--- config.mk ---
export PLATFORM = sky130hd
export DESIGN_NAME = mode_sequencer_flat
export DESIGN_NICKNAME = d
export VERILOG_FILES = /design/src/rtl/watch_pkg.sv /design/src/rtl/mode_sequencer_if.sv /design/src/rtl/press_classifier.sv /design/src/rtl/mode_sequencer.sv /design/src/flat_wrapper.sv
export SDC_FILE = /design/constraint.sdc
export NUM_CORES = 1
export LEC_CHECK = 0
export CORE_UTILIZATION = 25
export DETAILED_ROUTE_END_ITERATION = 8
export PLACE_DENSITY_LB_ADDON = 0.05
export SYNTH_ARGS = -nofsm -noshare
export SYNTH_HDL_FRONTEND = slang
export SYNTH_SLANG_ARGS = --single-unit
--- constraint.sdc ---
create_clock -name clk -period 7.4 [get_ports clk]
set_input_delay 1.11 -clock clk [delete_from_list [all_inputs] [get_ports clk]]
set_output_delay 1.11 -clock clk [all_outputs]
set_load 0.05 [all_outputs]
--- src/rtl/watch_pkg.sv ---
// Shared definitions for the sport-watch controller: mode index constants,
// the default display field width and the action-button press FSM encoding.
package watch_pkg;

  localparam int FIELD_W_DEF    = 7;

  localparam int MODE_CLOCK     = 0;
  localparam int MODE_SETUP     = 1;
  localparam int MODE_ALARM     = 2;
  localparam int MODE_COUNTDOWN = 3;
  localparam int MODE_COUNTUP   = 4;

  typedef enum logic [1:0] {
    PRESS_IDLE      = 2'd0,
    PRESS_HELD      = 2'd1,
    PRESS_LONG_DONE = 2'd2,
    PRESS_ABORT     = 2'd3
  } press_state_e;

endpackage

--- src/rtl/mode_sequencer_if.sv ---
// Button, per-mode field and display/mode-status bundle of mode_sequencer.
// master drives buttons and fields; slave is the sequencer itself.
interface mode_sequencer_if #(
  parameter int NUM_MODES = 5,
  parameter int FIELD_W   = watch_pkg::FIELD_W_DEF
) ();

  localparam int MODE_W = (NUM_MODES > 1) ? $clog2(NUM_MODES) : 1;

  logic                           btn_mode;
  logic                           btn_action;
  logic [NUM_MODES*4*FIELD_W-1:0] fields_in;
  logic [MODE_W-1:0]              mode_idx;
  logic [NUM_MODES-1:0]           mode_onehot;
  logic [NUM_MODES-1:0]           run;
  logic [NUM_MODES-1:0]           clr_pulse;
  logic [FIELD_W-1:0]             disp_ll;
  logic [FIELD_W-1:0]             disp_lr;
  logic [FIELD_W-1:0]             disp_rl;
  logic [FIELD_W-1:0]             disp_rr;

  modport master (
    output btn_mode, btn_action, fields_in,
    input  mode_idx, mode_onehot, run, clr_pulse,
    input  disp_ll, disp_lr, disp_rl, disp_rr
  );

  modport slave (
    input  btn_mode, btn_action, fields_in,
    output mode_idx, mode_onehot, run, clr_pulse,
    output disp_ll, disp_lr, disp_rl, disp_rr
  );

endinterface

--- src/rtl/press_classifier.sv ---
// Classifies a held action button into short and long presses.
// Events are decoded from the registered state so the caller acts on them at the same edge.
module press_classifier
  import watch_pkg::*;
#(
  parameter int SHORT_MIN_CYCLES = 100,
  parameter int LONG_CYCLES      = 250000000,
  parameter int CNT_W            = 28
) (
  input  logic clk,
  input  logic reset,
  input  logic btn,
  input  logic abort,
  output logic short_evt,
  output logic long_evt
);

  localparam logic [CNT_W-1:0] SHORT_MIN = CNT_W'(SHORT_MIN_CYCLES);
  localparam logic [CNT_W-1:0] LONG_AT   = CNT_W'(LONG_CYCLES);

  press_state_e     state_q;
  logic [CNT_W-1:0] cnt_q;
  logic [CNT_W-1:0] cnt_inc;
  logic             rel_seen_q;

  assign cnt_inc   = (&cnt_q) ? cnt_q : cnt_q + 1'b1;
  assign short_evt = (state_q == PRESS_HELD) && !btn && (cnt_q >= SHORT_MIN);
  assign long_evt  = (state_q == PRESS_HELD) && btn && (cnt_inc == LONG_AT);

  // rel_seen_q clears on reset, so a button held through reset must be released before it counts
  always_ff @(posedge clk) begin
    if (!reset) begin
      state_q    <= PRESS_IDLE;
      cnt_q      <= '0;
      rel_seen_q <= 1'b0;
    end else begin
      rel_seen_q <= ~btn;
      case (state_q)
        PRESS_IDLE: begin
          if (btn && rel_seen_q) begin
            state_q <= PRESS_HELD;
            cnt_q   <= CNT_W'(1);
          end
        end
        PRESS_HELD: begin
          if (!btn) begin
            state_q <= PRESS_IDLE;
            cnt_q   <= '0;
          end else begin
            cnt_q <= cnt_inc;
            if (long_evt)   state_q <= PRESS_LONG_DONE;
            else if (abort) state_q <= PRESS_ABORT;
          end
        end
        PRESS_LONG_DONE: begin
          if (!btn) begin
            state_q <= PRESS_IDLE;
            cnt_q   <= '0;
          end else if (abort) begin
            state_q <= PRESS_ABORT;
          end
        end
        default: begin
          if (!btn) begin
            state_q <= PRESS_IDLE;
            cnt_q   <= '0;
          end
        end
      endcase
    end
  end

endmodule

--- src/rtl/mode_sequencer.sv ---
// Sport-watch mode/button controller: mode cycling, per-mode run flags, clear pulses, display mux.
// Optional MODE_AUTORETURN_EN: return to the clock mode after IDLE_CYCLES without button activity.
module mode_sequencer
  import watch_pkg::*;
#(
  parameter int              NUM_MODES        = 5,
  parameter int              FIELD_W          = FIELD_W_DEF,
  parameter int              SHORT_MIN_CYCLES = 100,
  parameter int              LONG_CYCLES      = 250000000,
  parameter int              CNT_W            = 28,
  parameter longint unsigned IDLE_CYCLES      = 64'd3000000000
) (
  input logic             clk,
  input logic             reset,
  mode_sequencer_if.slave bus
);

  localparam int                   MODE_W    = (NUM_MODES > 1) ? $clog2(NUM_MODES) : 1;
  localparam int                   SLOT_W    = 4 * FIELD_W;
  localparam logic [MODE_W-1:0]    LAST_MODE = MODE_W'(NUM_MODES - 1);
  localparam logic [MODE_W-1:0]    HOME_MODE = MODE_W'(MODE_CLOCK);
  localparam logic [NUM_MODES-1:0] ONE       = NUM_MODES'(1);

  logic                 btn_mode_q;
  logic [MODE_W-1:0]    mode_q, mode_d;
  logic [NUM_MODES-1:0] onehot_q;
  logic [NUM_MODES-1:0] run_q, run_d;
  logic [NUM_MODES-1:0] clr_q, clr_d;
  logic [FIELD_W-1:0]   ll_q, lr_q, rl_q, rr_q;
  logic [SLOT_W-1:0]    slot;
  logic                 mode_edge;
  logic                 short_evt;
  logic                 long_evt;
  logic                 timeout;

  assign mode_edge = bus.btn_mode & ~btn_mode_q;

  press_classifier #(
    .SHORT_MIN_CYCLES(SHORT_MIN_CYCLES),
    .LONG_CYCLES     (LONG_CYCLES),
    .CNT_W           (CNT_W)
  ) u_press (
    .clk      (clk),
    .reset    (reset),
    .btn      (bus.btn_action),
    .abort    (mode_edge),
    .short_evt(short_evt),
    .long_evt (long_evt)
  );

`ifdef MODE_AUTORETURN_EN
  localparam int                IDLE_W  = $clog2(IDLE_CYCLES + 64'd1);
  localparam logic [IDLE_W-1:0] IDLE_AT = IDLE_W'(IDLE_CYCLES);

  logic [IDLE_W-1:0] idle_q, idle_d;

  // Saturates in the clock mode so it never wraps while nothing needs to happen
  always_comb begin
    idle_d  = idle_q;
    timeout = 1'b0;
    if (bus.btn_mode || bus.btn_action) idle_d = '0;
    else if (idle_q != IDLE_AT)         idle_d = idle_q + 1'b1;
    if ((idle_d == IDLE_AT) && (mode_q != HOME_MODE)) begin
      timeout = 1'b1;
      idle_d  = '0;
    end
  end

  always_ff @(posedge clk) begin
    if (!reset) idle_q <= '0;
    else        idle_q <= idle_d;
  end
`else
  logic unused_idle;
  assign unused_idle = ^IDLE_CYCLES;
  assign timeout     = 1'b0;
`endif

  // Press events act on the mode in force this cycle, before any advance takes effect
  always_comb begin
    mode_d = mode_q;
    if (mode_edge) mode_d = (mode_q == LAST_MODE) ? '0 : mode_q + 1'b1;
    if (timeout)   mode_d = HOME_MODE;
    run_d = run_q;
    clr_d = '0;
    if (short_evt) run_d[mode_q] = ~run_q[mode_q];
    if (long_evt) begin
      run_d[mode_q] = 1'b0;
      clr_d[mode_q] = 1'b1;
    end
  end

  always_comb begin
    slot = '0;
    for (int m = 0; m < NUM_MODES; m++) begin
      if (mode_d == MODE_W'(m)) slot = bus.fields_in[m*SLOT_W +: SLOT_W];
    end
  end

  always_ff @(posedge clk) begin
    if (!reset) begin
      btn_mode_q <= 1'b0;
      mode_q     <= HOME_MODE;
      onehot_q   <= ONE;
      run_q      <= '0;
      clr_q      <= '0;
      ll_q       <= '0;
      lr_q       <= '0;
      rl_q       <= '0;
      rr_q       <= '0;
    end else begin
      btn_mode_q <= bus.btn_mode;
      mode_q     <= mode_d;
      onehot_q   <= ONE << mode_d;
      run_q      <= run_d;
      clr_q      <= clr_d;
      ll_q       <= slot[4*FIELD_W-1 -: FIELD_W];
      lr_q       <= slot[3*FIELD_W-1 -: FIELD_W];
      rl_q       <= slot[2*FIELD_W-1 -: FIELD_W];
      rr_q       <= slot[FIELD_W-1:0];
    end
  end

  assign bus.mode_idx    = mode_q;
  assign bus.mode_onehot = onehot_q;
  assign bus.run         = run_q;
  assign bus.clr_pulse   = clr_q;
  assign bus.disp_ll     = ll_q;
  assign bus.disp_lr     = lr_q;
  assign bus.disp_rl     = rl_q;
  assign bus.disp_rr     = rr_q;

endmodule
--- src/flat_wrapper.sv ---
// flat-port wrapper written by rule: the top's interface ports become plain ports
module mode_sequencer_flat import watch_pkg::*;
#(
  parameter int              NUM_MODES        = 5,
  parameter int              FIELD_W          = FIELD_W_DEF,
  parameter int              SHORT_MIN_CYCLES = 100,
  parameter int              LONG_CYCLES      = 250000000,
  parameter int              CNT_W            = 28,
  parameter longint unsigned IDLE_CYCLES      = 64'd3000000000
)
  (clk, reset, bus_btn_mode, bus_btn_action, bus_fields_in, bus_mode_idx, bus_mode_onehot, bus_run, bus_clr_pulse, bus_disp_ll, bus_disp_lr, bus_disp_rl, bus_disp_rr);
  mode_sequencer_if #(.NUM_MODES(NUM_MODES), .FIELD_W(FIELD_W)) bus_i ();
  input logic clk;
  input logic reset;
  input wire logic [$bits(bus_i.btn_mode)-1:0] bus_btn_mode;
  input wire logic [$bits(bus_i.btn_action)-1:0] bus_btn_action;
  input wire logic [$bits(bus_i.fields_in)-1:0] bus_fields_in;
  output wire logic [$bits(bus_i.mode_idx)-1:0] bus_mode_idx;
  output wire logic [$bits(bus_i.mode_onehot)-1:0] bus_mode_onehot;
  output wire logic [$bits(bus_i.run)-1:0] bus_run;
  output wire logic [$bits(bus_i.clr_pulse)-1:0] bus_clr_pulse;
  output wire logic [$bits(bus_i.disp_ll)-1:0] bus_disp_ll;
  output wire logic [$bits(bus_i.disp_lr)-1:0] bus_disp_lr;
  output wire logic [$bits(bus_i.disp_rl)-1:0] bus_disp_rl;
  output wire logic [$bits(bus_i.disp_rr)-1:0] bus_disp_rr;
  assign bus_i.btn_mode = bus_btn_mode;
  assign bus_i.btn_action = bus_btn_action;
  assign bus_i.fields_in = bus_fields_in;
  assign bus_mode_idx = bus_i.mode_idx;
  assign bus_mode_onehot = bus_i.mode_onehot;
  assign bus_run = bus_i.run;
  assign bus_clr_pulse = bus_i.clr_pulse;
  assign bus_disp_ll = bus_i.disp_ll;
  assign bus_disp_lr = bus_i.disp_lr;
  assign bus_disp_rl = bus_i.disp_rl;
  assign bus_disp_rr = bus_i.disp_rr;
  mode_sequencer #(.NUM_MODES(NUM_MODES), .FIELD_W(FIELD_W), .SHORT_MIN_CYCLES(SHORT_MIN_CYCLES), .LONG_CYCLES(LONG_CYCLES), .CNT_W(CNT_W), .IDLE_CYCLES(IDLE_CYCLES)) u_core (.clk(clk), .reset(reset), .bus(bus_i));
endmodule
==> metrics.md, run 1 <==
| Metric | Value |
|---|---|
| Fraction of registers with async set/reset | 0 |
| RSZ-0062 raised after global routing | false |
| Core occupancy in the finished layout | 0.3835 |
| Floorplan die height | 140.9 um |
| Post-CTS Setup Repair Bufs | 0 |
| Number of primary I/O pins | 190 |
| Post-synthesis sequential element count | 78 |
| Iteration-0 DRC count of the detailed router | 372 |
| Total global routing overflow | 0 |
| Fraction of synthesized cell area taken by the top area cell type | 0.3237 |
| DRC violations left | 0 |
| Post-synthesis to final-layout area growth | 49.69% |
| Die footprint | 19,860 um^2 |
| Result of the run | finished clean |
| Critical path's slowest cell | nor3_2 |
| Period utilisation layout | 0.5615 |
| Static Leakage | 2.498 nW |
| Maximum clock rate | 0.2407 GHz |
| Filler-free cell count of the finished design | 1,042 |
| Number of nets in the layout | 925 |
| Combined area of all synthesized cells | 4825 um^2 |
| Horiz. Die Dim | 140.9 um |
| Prevailing post-synth register cell | dfxtp_1 |
| Overall Global Routing Usage | 0.2045 |
| Top library cells by usage in the layout, fill and taps aside | 189 x clkdlybuf4s50_1, 78 x nor2_1, 78 x dfxtp_1, 63 x nand2_1, 62 x o21ai_0 |
| Final std cell area, no fill | 7222 um^2 |
| Post-detailed-route wirelength per cell | 19.09 um |
| Via count | 5,485 |
| CP Cell Sequence | ha_1 > nand3_1 > nor3_2 > nand2_1 > a21o_1 > a211o_1 > or4_1 > nor4_4 |
| Arr. time, crit path | 4420 ps |
| Total clock sinks | 78 |
| Path type of the worst setup path | reg -> reg |
| Effective utilization at floorplan | 0.2562 |
| CTS Buf Count | 9 |
| Pins over their slew limit | 0 |
| Final setup slack of the worst path | 3245 ps |
| Clk pin slew, worst setup/hold paths | 60 ps |
| Complex-gate fraction of the synthesized area | 0.2565 |
| First-pass GRT wire length | 31.07 mm |
| Worst slack at placement | 3011 ps |
| Largest vdd supply drop | 111.8 uV |
| Min-Delay Path Class | reg -> reg |
| Via-to-Cell Ratio | 5.264 |
| Fraction of final layout cells with drive strength greater than 1 | 0.07033 |
| Post-DP HPWL | 14.57 mm |
| Core region area | 18,830 um^2 |
| Max-cap violations | 0 |
| Post-CTS resize count | 0 |
| Total inserted antenna cells | 0 |
| Number of flops mapped to enable cells by yosys | 0 |
| Skew-Pair Late Insertion Delay | 350 ps |
| Time the final worst path needs with I/O delays and setup | 4155 ps |
| Number of H-tree levels | 3 |
| Adder-cell share of the synthesized area | 0.01037 |
| XOR/XNOR Fraction of Synth Area | 0.01634 |
| Std-Cell Rows | 50 |
| Worst hold slack | 520.8 ps |
| Via count of the first global-routing pass | 5,509 |
| Simple-gate area share of the yosys netlist | 0.2669 |
| Antenna violations before repair | 0 |
| Clock Skew | 4.667 ps |
| Required time worst endpoint | 7660 ps |
| Cell taking the most area after synthesis | dfxtp_1 |
| Crit end category | flop |
| Most area-consuming cells after synthesis | dfxtp_1 32%, mux2i_1 6.6%, o21ai_0 6.4% |
| Total power after layout | 1.269 mW |
| Number of nets with antenna violations after routing | 0 |
| Slew HR | 0.1192 |
| Final-report setup violation count | 0 |
| Pwr dens | 175.8 nW/um^2 |
| Maximum clock path buffer count | 2 |
| Number of hold buffers added after CTS | 0 |
| Largest driver fanout on the critical path | 19 |
| Launching element type of the critical path | flop |
| Multiplexer share of the synthesized area | 0.07106 |
| Pin count of the biggest net entering global routing | 49 |
| Synth Instances | 625 |
| Quantity of I/O buffers inserted on ports | 189 |
| YS warnings | 0 |
| Count of TritonRoute iterations in the first routing pass | 9 |
| Commonest non-fill, non-tap cell in the layout | clkdlybuf4s50_1 |
| Endpoints failing hold | 0 |
| TritonCTS clock tree | done |
| Root buf cell | clkbuf_16 |
| Transition time at the pin with the least slew margin | 1321 ps |
| Sequential element share of the synthesized area | 0.3237 |
| Syn nets | 773 |
| Avg Inst Size Synth | 7.719 um^2 |
| Biggest cell delay along the critical path | 820 ps |
| Cell Count Post-Placement | 1,026 |
| Final weighted congestion of routability-driven global placement | 0.8834 |
| Distinct cells, synth | 63 |
| Setup TNS after final layout | 0 ps |
| Final WL | 19.89 mm |
| Dominant combinational cell family by area after synthesis | simple AND/OR/NAND/NOR gates |
| Area after detailed placement | 6898 um^2 |
==> layer usage <==
metal	routed length [um]	GRT usage
met2	9190	0.3349
met4	325	0.05034
met1	8313	0.2435
met5	0	0
met3	2059	0.09103
==> Yosys cell counts, drive strengths merged (4+ instances only) <==
| library cell | count |
|---|---|
| nand2 | 63 |
| mux2i | 32 |
| and3 | 6 |
| a21oi | 36 |
| xor2 | 5 |
| a311oi | 4 |
| inv | 7 |
| a222oi | 28 |
| nor3 | 19 |
| a21o | 4 |
| ha | 4 |
| o31ai | 9 |
| or4 | 7 |
| nor3b | 4 |
| buf | 15 |
| dfxtp | 78 |
| nand4 | 17 |
| nor4 | 16 |
| a31oi | 14 |
| nor2 | 82 |
| clkbuf | 42 |
| nand3 | 17 |
| or3 | 4 |
| o21ai | 62 |
| xnor2 | 4 |
==> cells by family after synthesis <==
group / Yosys count
AND/OR/NAND/NOR: 249
XOR/XNOR: 9
AO/OA/AOI/OAI: 186
flip-flops: 78
adder cells (fa/ha/maj): 4
buffers and inverters: 65
multiplexers: 34
==> critical path, delay by kind of cell, from the launching register on <==
| family | cells | cell delay (ps) |
|---|---|---|
| adder cells (fa/ha/maj) | 1 | 230 |
| AND/OR/NAND/NOR | 5 | 2770 |
| flip-flops | 1 | 460 |
| AO/OA/AOI/OAI | 2 | 590 |
==> power breakdown <==
group / internal [mW] / switching [mW] / leakage, nW
sequential: 0.442 / 0.0124 / 0.637
combinational: 0.145 / 0.175 / 1.70
clock: 0.306 / 0.189 / 0.156
total: 0.893 / 0.376 / 2.50
==> sequential cells by signal, summed over array words and instances, names as in the netlist, 2 cells and up <==
register and cells:
u_core.u_press.cnt_q 28, u_core.bus.disp_ll 7, u_core.bus.disp_lr 7, u_core.bus.disp_rl 7
u_core.bus.disp_rr 7, u_core.bus.clr_pulse 5, u_core.bus.mode_onehot 5, u_core.bus.run 5
u_core.bus.mode_idx 3, u_core.u_press.state_q 2
==> worst paths after layout <==
kind / slack [ps] / depth (start not counted) / end / start
hold reg to reg: 520 / 2 / u_core.bus.run[1]$_SDFF_PN0_ / u_core.bus.run[1]$_SDFF_PN0_
setup reg to reg: 3250 / 8 / u_core.bus.clr_pulse[2]$_SDFF_PN0_ / u_core.u_press.cnt_q[0]$_SDFFE_PN0P_
hold / removal: 520 / 2 / u_core.bus.run[1]$_SDFF_PN0_ / u_core.bus.run[1]$_SDFF_PN0_
setup / recovery: 3250 / 8 / u_core.bus.clr_pulse[2]$_SDFF_PN0_ / u_core.u_press.cnt_q[0]$_SDFFE_PN0P_
==> final cells by class <==
cell class / instances / area [um^2]
fill: 1915 / 11610
multi-input combinational: 482 / 3022
timing repair buffer: 198 / 1959
sequential: 78 / 1562
tap: 260 / 325.3
clock buffer: 11 / 242.7
clock inverter: 5 / 81.33
inverter: 8 / 30.03
Power figures use the tool's default switching activity.
==> inputs of run 2 (changes only) <==
==> constraint.sdc (replaced) <==
create_clock -name clk -period 3.9 [get_ports clk]
set_input_delay 0.585 -clock clk [delete_from_list [all_inputs] [get_ports clk]]
set_output_delay 0.585 -clock clk [all_outputs]
set_load 0.05 [all_outputs]
==> metrics.md, run 2 (synthesized netlist as in run 1, its figures left out) <==
| Metric | Value |
|---|---|
| Reg power frac | 0.354 (-0.004) |
| Final WL | 19.95 mm (+0.33%) |
| Total clock sinks | 78 (unchanged) |
| Horiz. Die Dim | 140.9 um (unchanged) |
| Post-synthesis to final-layout area growth | 52.10% |
| Static Leakage | 2.569 nW (+2.8%) |
| Core region area | 18,830 um^2 (unchanged) |
| Root buf cell | clkbuf_16 |
| RSZ-0062 raised after global routing | false |
| Pins over their slew limit | 0 (unchanged) |
| Fraction of final layout cells with drive strength greater than 1 | 0.08679 (+0.01646) |
| CTS Buf Count | 9 (unchanged) |
| Quantity of I/O buffers inserted on ports | 189 (unchanged) |
| Pin count of the biggest net entering global routing | 31 (-37%) |
| Biggest cell delay along the critical path | 660 ps (-160 ps) |
| Comb pwr share | 0.252 (about the same) |
| Clk pin slew, worst setup/hold paths | 70 ps (about the same) |
| Iteration-0 DRC count of the detailed router | 455 (+22%) |
| Largest driver fanout on the critical path | 7 (-12) |
| Endpoints failing hold | 0 (unchanged) |
| Switching part of the total | 0.3054 (+0.008755) |
| Post-CTS resize count | 0 (unchanged) |
| CP Cell Sequence | ha_1 > nand3_1 > or3_1 > o21ai_0 > mux2_2 > a21o_1 > a211o_1 > or4_1 > nor4_4 |
| Core occupancy in the finished layout | 0.3897 (+0.006179) |
| DRC violations left | 0 (unchanged) |
| Number of hold buffers added after CTS | 0 (unchanged) |
| Count of TritonRoute iterations in the first routing pass | 6 (-3) |
| Combined area of the multi-input logic cells | 3022 um^2 (unchanged) |
| Slew HR | 0.4371 (+0.3179) |
| Top library cells by usage in the layout, fill and taps aside | 189 x clkdlybuf4s50_1, 78 x nor2_1, 78 x dfxtp_1, 63 x nand2_1, 62 x o21ai_0 |
| Final weighted congestion of routability-driven global placement | 0.8967 (+1.5%) |
| Number of primary I/O pins | 190 (unchanged) |
| Via count of the first global-routing pass | 5,448 (-1.1%) |
| Antenna violations before repair | 0 (unchanged) |
| Top layer used by detailed routing | met4 |
| Number of H-tree levels | 3 (unchanged) |
| Skew-Pair Late Insertion Delay | 360 ps (about the same) |
| Largest vdd supply drop | 201.5 uV (+80%) |
| Switching Power | 0.7426 mW (+97%) |
| Transition time at the pin with the least slew margin | 833.8 ps (-487.4 ps) |
| Overall Global Routing Usage | 0.2039 (-0.0006566) |
| Post-DP HPWL | 14.87 mm (+2.1%) |
| Effective utilization at floorplan | 0.2562 (unchanged) |
| Number of nets in the layout | 938 (+1.4%) |
| Power Internal | 1.689 mW (+89%) |
| Path type of the worst setup path | reg -> reg |
| Time the final worst path needs with I/O delays and setup | 3607 ps (-547.4 ps) |
| Launching element type of the critical path | flop |
| Post-detailed-route wirelength per cell | 18.91 um (-0.91%) |
| Setup TNS after final layout | 0 ps (unchanged) |
| Via-to-Cell Ratio | 5.227 (-0.71%) |
| Number of nets with antenna violations after routing | 0 (unchanged) |
| Maximum clock path buffer count | 2 (unchanged) |
| Final-report setup violation count | 0 (unchanged) |
| Final std cell area, no fill | 7338 um^2 (+1.6%) |
| Register with the highest flop count | u_core.u_press.cnt_q |
| TritonCTS clock tree | done |
| Detail Route met2 WL | 8.825 mm (-4.0%) |
| Total global routing overflow | 0 (unchanged) |
| Max reg flops | 28 (unchanged) |
| Worst-case register-to-register setup slack | 290 ps (-2950 ps) |
| First-pass GRT wire length | 30.97 mm (-0.31%) |
| Maximum clock rate | 0.2772 GHz (+15%) |
| Commonest non-fill, non-tap cell in the layout | clkdlybuf4s50_1 |
| Clock Skew | 12.66 ps (+7.995 ps) |
| Pwr dens | 331.4 nW/um^2 (+89%) |
| Area after detailed placement | 7008 um^2 (+1.6%) |
| Via count | 5,514 (+0.53%) |
| Die footprint | 19,860 um^2 (unchanged) |
| Fillers | 1,940 (+1.3%) |
| Crit end category | flop |
| Post-CTS Setup Repair Bufs | 0 (unchanged) |
| Combined flip-flop and latch cell area | 1562 um^2 (unchanged) |
| Period utilisation layout | 0.9250 (+0.3635) |
| Arr. time, crit path | 3880 ps (-540 ps) |
| Min-Delay Path Class | reg -> reg |
| Critical path's slowest cell | or4_1 |
| Floorplan die height | 140.9 um (unchanged) |
| Max-cap violations | 0 (unchanged) |
| Clock share of power | 0.394 (+0.004) |
| Std-Cell Rows | 50 (unchanged) |
| Wire length on met1 | 8.515 mm (+2.4%) |
| Result of the run | finished clean |
| Met3 routed wirelength | 2.098 mm (+1.9%) |
| Total inserted antenna cells | 0 (unchanged) |
| Required time worst endpoint | 4170 ps (-3490 ps) |
-- run 2: cell types whose count changed in the layout (fill, tap and decap cells not counted), sizes merged --
| cell | previous run | this run |
|---|---|---|
| clkbuf | 11 | 9 |
| buf | 9 | 22 |
| inv | 8 | 10 |
-- run 2: power by group through the flow --
stage	sequential (mW)	combinational (mW)	clock (mW)
detailed placement	0.878	0.616	0
global route	0.865	0.658	1.03
finish	0.860	0.613	0.958
global placement	0.878	0.619	0
CTS	0.861	0.618	0.991
floorplan	1.01	0.183	0
-- run 2: path summary, 6_finish.rpt --
check,start,to,cells after the start
worst max-delay path,u_core.u_press.cnt_q[0]$_SDFFE_PN0P_,u_core.bus.clr_pulse[2]$_SDFF_PN0_,9
worst min-delay path,u_core.bus.run[1]$_SDFF_PN0_,u_core.bus.run[1]$_SDFF_PN0_,2
worst max register to register,u_core.u_press.cnt_q[0]$_SDFFE_PN0P_,u_core.bus.clr_pulse[2]$_SDFF_PN0_,9
worst min register to register,u_core.bus.run[1]$_SDFF_PN0_,u_core.bus.run[1]$_SDFF_PN0_,2
-- run 2: through the flow --
stage                     hold slack [ps]  worst slack, ps  power (mW)  cells
after floorplan                     498.3            707.3       1.196    625
after global placement              504.7            427.0       1.497   1039
after detailed placement            515.9            345.4       1.495   1039
after CTS                           524.4            303.1       2.470   1055
after global routing                549.1            73.94       2.550   1055
final                               529.8            292.6       2.432   1055
-- run 2: critical path: cells and delay by family, from the launching register on --
kind	cells	cell delay [ps]
compound gates	3	710
fa+ha+maj	1	260
flops	1	460
mux	1	390
simple gates	4	1700
-- run 2: routing by layer --
metal / GRT usage / up-vias
li1: - / 2679
met1: 0.2546 / 2547
met2: 0.3145 / 257
met3: 0.07575 / 31
met4: 0.08524 / 0
met5: 0 / -
-- run 2: layout make-up --
type,count,area share
multi-input cells,482,0.4118
repair buffers,211,0.2820
flip-flops and latches,78,0.2128
well taps,260,0.04433
clock buffers,9,0.03069
clock inverters,7,0.01432
inverters,8,0.004092
